$ cat src/rtl/uart_tx_framer.sv
// Serial UART transmit framer. Sends start bit, DATA_WIDTH data bits LSB first,
// an optional even/odd parity bit and a stop bit, one bit per clk cycle.
module uart_tx_framer #(
    parameter int DATA_WIDTH = 8
) (
    input  logic                  clk,
    input  logic                  rst,
    input  logic [DATA_WIDTH-1:0] p_data,
    input  logic                  data_valid,
    input  logic                  par_en,
    input  logic                  par_typ,
    output logic                  tx_out,
    output logic                  busy
);

    localparam int CNT_W = (DATA_WIDTH > 1) ? $clog2(DATA_WIDTH) : 1;
    localparam logic [CNT_W-1:0] LAST_BIT = CNT_W'(DATA_WIDTH - 1);

    typedef enum logic [2:0] {
        IDLE,
        START,
        DATA,
        PARITY,
        STOP
    } state_t;

    state_t                  state;
    logic [CNT_W-1:0]        cnt;
    logic [DATA_WIDTH-1:0]   shreg;
    logic                    par_en_q;
    logic                    par_bit;

    function automatic logic parity_of(input logic [DATA_WIDTH-1:0] d, input logic odd);
        return (^d) ^ odd;
    endfunction

    always_ff @(posedge clk or negedge rst) begin
        if (!rst) begin
            state    <= IDLE;
            cnt      <= '0;
            shreg    <= '0;
            par_en_q <= 1'b0;
            par_bit  <= 1'b0;
            tx_out   <= 1'b1;
            busy     <= 1'b0;
        end else begin
            case (state)
                IDLE, STOP: begin
                    // STOP shares the acceptance path so frames can run back-to-back
                    if (data_valid) begin
                        shreg    <= p_data;
                        par_en_q <= par_en;
                        par_bit  <= parity_of(p_data, par_typ);
                        tx_out   <= 1'b0;
                        busy     <= 1'b1;
                        state    <= START;
                    end else begin
                        tx_out   <= 1'b1;
                        busy     <= 1'b0;
                        state    <= IDLE;
                    end
                end
                START: begin
                    tx_out <= shreg[0];
                    shreg  <= shreg >> 1;
                    cnt    <= '0;
                    state  <= DATA;
                end
                DATA: begin
                    if (cnt == LAST_BIT) begin
                        if (par_en_q) begin
                            tx_out <= par_bit;
                            state  <= PARITY;
                        end else begin
                            tx_out <= 1'b1;
                            state  <= STOP;
                        end
                    end else begin
                        tx_out <= shreg[0];
                        shreg  <= shreg >> 1;
                        cnt    <= cnt + 1'b1;
                    end
                end
                PARITY: begin
                    tx_out <= 1'b1;
                    state  <= STOP;
                end
                default: begin
                    tx_out <= 1'b1;
                    busy   <= 1'b0;
                    state  <= IDLE;
                end
            endcase
        end
    end

endmodule
$ cat config.mk
export PLATFORM = sky130hd
export DESIGN_NAME = uart_tx_framer
export DESIGN_NICKNAME = d
export VERILOG_FILES = /design/src/rtl/uart_tx_framer.sv
export SDC_FILE = /design/constraint.sdc
export NUM_CORES = 1
export LEC_CHECK = 0
export ABC_AREA = 1
export BUFFER_PORTS_ARGS = -buffer_cell sky130_fd_sc_hd__buf_4
export CORE_MARGIN = 8
export CORE_UTILIZATION = 55
export CTS_CLUSTER_SIZE = 16
export DETAILED_ROUTE_END_ITERATION = 10
export PLACE_DENSITY = 0.77
export SYNTH_ARGS = -nofsm -noshare
export SYNTH_HDL_FRONTEND = slang
export SYNTH_SLANG_ARGS = --single-unit
$ cat constraint.sdc
create_clock -name clk -period 1.6 [get_ports clk]
set_input_delay 0.16 -clock clk [delete_from_list [all_inputs] [get_ports clk]]
set_output_delay 0.16 -clock clk [all_outputs]
set_load 0.05 [all_outputs]
==> impl.org <==
** Logic synthesis
- YS warnings :: 0
- Of the total synthesized cell area, the portion taken by XOR and XNOR cells is 0.008537.
- Number of flip-flops and latches in the synthesized netlist :: 18
- Post-Syn Area per Cell :: around 7.7 um^2
- Library cells used by synthesis :: 23
- Of the post-synthesis cell area, the dominant cell type holds 0.4146.
- After synthesis, the largest family of logic cells by area is simple AND/OR/NAND/NOR gates.
- Of the total synthesized cell area, the portion taken by full adders, half adders and majority gates is 0.02439.
- The synthesized design spends more area on one cell type than any other, namely sky130_fd_sc_hd__dfrtp_1.
- Of the total synthesized cell area, the portion taken by AND, OR, NAND and NOR gates is 0.3159.
- Fraction of synthesized area in multiplexers :: 0
- Post-synthesis compound-gate area fraction :: 0.1171
- Area of the mapped netlist :: between 1000 and 1500 um^2
- Top cells by area in the synthesized netlist :: sky130_fd_sc_hd__dfrtp_1 41%, sky130_fd_sc_hd__nand2_1 19%, sky130_fd_sc_hd__inv_1 6.2%
- Portion of the post-synthesis area used by sequential elements :: 0.4402
- Synthesis produced a netlist with a net count of 149.
- Number of instances in the synthesized netlist :: 134

** Die
- Std cell rows :: 15
- Number of ports placed on the die boundary :: 15
- The initial utilization of the core area, before any placement, comes to 0.5878.
- Die Span X :: between 50 and 60 um
- Core area :: 1745 um^2
- Height of the die :: between 50 and 60 um
- Full die area :: 3503 um^2

** STA
- For the pin with the worst max-slew slack, the measured transition is 0.3609 ns.
- Final clock skew :: 0.007634 ns
- Setup-failing EPs final :: 0
- Number of hold-slack violations in the final timing report :: 0
- In the finished design, the share of the clock period the worst path needs comes to 0.9091.
- Slew Limit Fails :: 0
- Based on the critical path, the design can be clocked at up to 687.5 MHz.
- Headroom to the max-slew limit came out at 0.7585.
- Final worst setup slack :: between 0.1 and 0.15 ns
- Final critical-path required period :: 1.455 ns
- Tightest hold margin :: around 0.066 ns
- Setup repair after global routing missed its margin :: no
- Setup total negative slack :: 0 ns

** Global routing
- Global-route track usage on met1 :: 0.1777
- Pin count of the biggest net entering global routing :: 19
- Congestion Overflow GR :: 0
- For this run, global-route usage on met3 was measured as 0.03688.
- For met2 alone, demand over resource in global routing was 0.2049.
- Number of global-route vias before repair :: roughly 890
- In the global route stage, overall resource usage came out at 0.1370.
- The initial antenna violation count was 0.
- Wire length of the first global-routing pass :: 3.739 mm
- The global routing stage identified its most utilized layer as met2.

** Pwr
- Net load switching power :: between 1 and 1.5 mW
- Tot Pwr :: 2.296 mW
- VDD sags by at most 1028 uV.
- Of the total power, the clock network draws 0.125.
- Dividing total power by cell area gives a power density of about 1900 nW/um^2.
- Reported leakage power :: roughly 0.68 nW
- Of the total power, combinational logic draws 0.526.
- Of the total power, the share spent switching nets is 0.4662.
- The internal portion of the total power is 1.226 mW.
- The share of total power dissipated in sequential elements is 0.349.

** Placed design
- The HPWL after detailed placement is between 1.5 and 2 mm.
- Before CTS, the worst setup slack after placement is about 0.16 ns.
- Placement-stage cell area :: about 1200 um^2
- Global placement routability congestion :: between 0.8 and 0.9
- Total instance count after detailed placement :: ~170
- Buffers placed on the I/O ports in this run total 14.

** Setup path
- In this run the worst path has a maximum fanout of 4.
- Data arrival at the endpoint of the critical path :: 1.65 ns
- Kind of launch point of the worst setup path :: register
- WS Path Type :: register to register
- Reg-to-reg slack, setup :: about 0.15 ns
- Required time reported for the critical path endpoint :: 1.79 ns
- Critical path endpoint category :: register

** Clock tree
- The clock drives 18 sinks.
- Cts bufs inserted :: 3
- Clock Path Buffers :: 2
- After clock tree synthesis, the setup repair step added 0 buffers.
- Max H-tree Level :: 1
- Root Buffer :: sky130_fd_sc_hd__clkbuf_4
- CTS clock-pin slew for the worst setup and hold paths :: about 0.1 ns
- TritonCTS clock tree :: built
- Clock latency on the worst-skew pair, taken at its later pin, is approximately 0.30 ns.

** Route
- Final routed wire length divided by cell count :: about 11 um
- Dividing the detail-routed via count by the number of cells gives slightly below 5.
- Wire length reported by the detailed router :: 2.012 mm
- The pre-antenna-repair detailed-routing pass consisted of 4 iterations.
- Count of vias placed by the detailed router :: 874
- DR DRC count :: 0
- In this run the remaining antenna-violating nets after routing total 0.
- In this run, the number of DRC markers left after iteration 0 of detailed routing was 24.

** Final layout
- Counting the fill cells in the layout gives approximately 150.
- Once layout is done, the placed cells without fillers occupy between 1000 and 1500 um^2.
- Relative to the synthesized area, the layout overhead comes to 17.07%.
- Measured on the finished design, the core utilization comes to 0.6882.
- 0 antenna diodes ended up in the layout.
- Of the cells placed in the final design, the portion with a size suffix greater than 1 is 0.2434.
- The final layout contains roughly 170 nets.
- Cell Count, Final, Fillers Out :: ~180

** Outcome
- The flow ran to the end, and the final reports show no timing, DRC or antenna violations.

** Flow run
- Max-cap violations in this run came to 0.

** Worst hold path
- HP Class :: primary input to register
## worst max-delay path, cell delays in order, from the launching register on
cell and delay [ns]:
sky130_fd_sc_hd__dfrtp_1 0.41, sky130_fd_sc_hd__ha_1 0.20, sky130_fd_sc_hd__ha_1 0.19, sky130_fd_sc_hd__inv_1 0.11, sky130_fd_sc_hd__nand2_1 0.12, sky130_fd_sc_hd__nand2_1 0.07
sky130_fd_sc_hd__inv_1 0.07, sky130_fd_sc_hd__a22o_1 0.18
## synth_stat cells
cell type and n:
sky130_fd_sc_hd__a21oi_1 1, sky130_fd_sc_hd__a22o_1 2, sky130_fd_sc_hd__buf_4 1, sky130_fd_sc_hd__dfrtp_1 17
sky130_fd_sc_hd__dfstp_2 1, sky130_fd_sc_hd__ha_1 2, sky130_fd_sc_hd__inv_1 17, sky130_fd_sc_hd__inv_2 2
sky130_fd_sc_hd__inv_4 1, sky130_fd_sc_hd__inv_8 1, sky130_fd_sc_hd__nand2_1 52, sky130_fd_sc_hd__nand2_2 8
sky130_fd_sc_hd__nand2_4 2, sky130_fd_sc_hd__nand3_1 5, sky130_fd_sc_hd__nand3_2 1, sky130_fd_sc_hd__nor2_1 4
sky130_fd_sc_hd__nor2_2 1, sky130_fd_sc_hd__o211ai_1 3, sky130_fd_sc_hd__o21ai_0 5, sky130_fd_sc_hd__o21ai_1 5
sky130_fd_sc_hd__o21ai_2 1, sky130_fd_sc_hd__o21ai_4 1, sky130_fd_sc_hd__xor2_1 1
## cells by family (layout without fill, tap and decap cells)
logic type,after synthesis,count (layout)
AND/OR/NAND/NOR,73,73
buffers and inverters,22,40
AO/OA/AOI/OAI,18,18
flip-flops,18,18
adder cells (fa/ha/maj),2,2
XOR/XNOR,1,1
## worst paths after layout
kind,endpoint,start,depth (start not counted)
hold reg to reg,shreg[3],shreg[3],2
hold / removal,par_en_q,par_en,3
min in group asynchronous,shreg[6],rst,2
setup / recovery,cnt[2],cnt[0],7
max in group asynchronous,tx_out,rst,2
setup reg to reg,cnt[2],cnt[0],7
## per-layer routing
layer | up-vias | wire [um]
met5 | - | 0
li1 | 454 | -
met1 | 397 | 996
met3 | 4 | 103
met2 | 19 | 893
met4 | 0 | 19
## cells in the final DEF, fill, tap and decap left out, drive strengths merged
cell	count
a21oi	1
o211ai	3
clkbuf	4
ha	2
nor2	5
xor2	1
dlygate4sd3	1
dfrtp	17
o21ai	12
nand2	62
nand3	6
dfstp	1
inv	21
buf	14
a22o	2
## area by class of cell
cell class | instances | area (um^2) | share of cell area
Multi-Input combinational cell | 94 | 478.0 | 0.3979
Sequential cell | 18 | 451.7 | 0.3760
Timing Repair Buffer | 15 | 115.1 | 0.09583
Inverter | 21 | 88.84 | 0.07396
Clock buffer | 4 | 36.28 | 0.03021
Tap cell | 25 | 31.28 | 0.02604
## repair_timing
| action | in CTS | in global routing |
|---|---|---|
| endpoints found under the hold margin | 18 | 0 |
| resized for setup | 0 | 0 |
| setup endpoints to repair | 0 | 0 |
| hold buffers | 1 | 0 |
## power by group through the flow
stage                     logic [mW]  clock network [mW]  registers [mW]
after CTS                       1.22               0.288           0.800
after detailed placement        1.21                   0           0.809
final                           1.21               0.288           0.800
after global placement          1.17                   0           0.796
after global routing            1.36               0.302           0.832
after floorplan                0.896                   0           0.867
## flip-flops by register name (all words and copies together) (netlist names)
register  count
shreg         8
cnt           3
tx_out        1
busy          1
par_bit       1
par_en_q      1
state         3
Note: power is estimated with default switching activity, not from simulation.
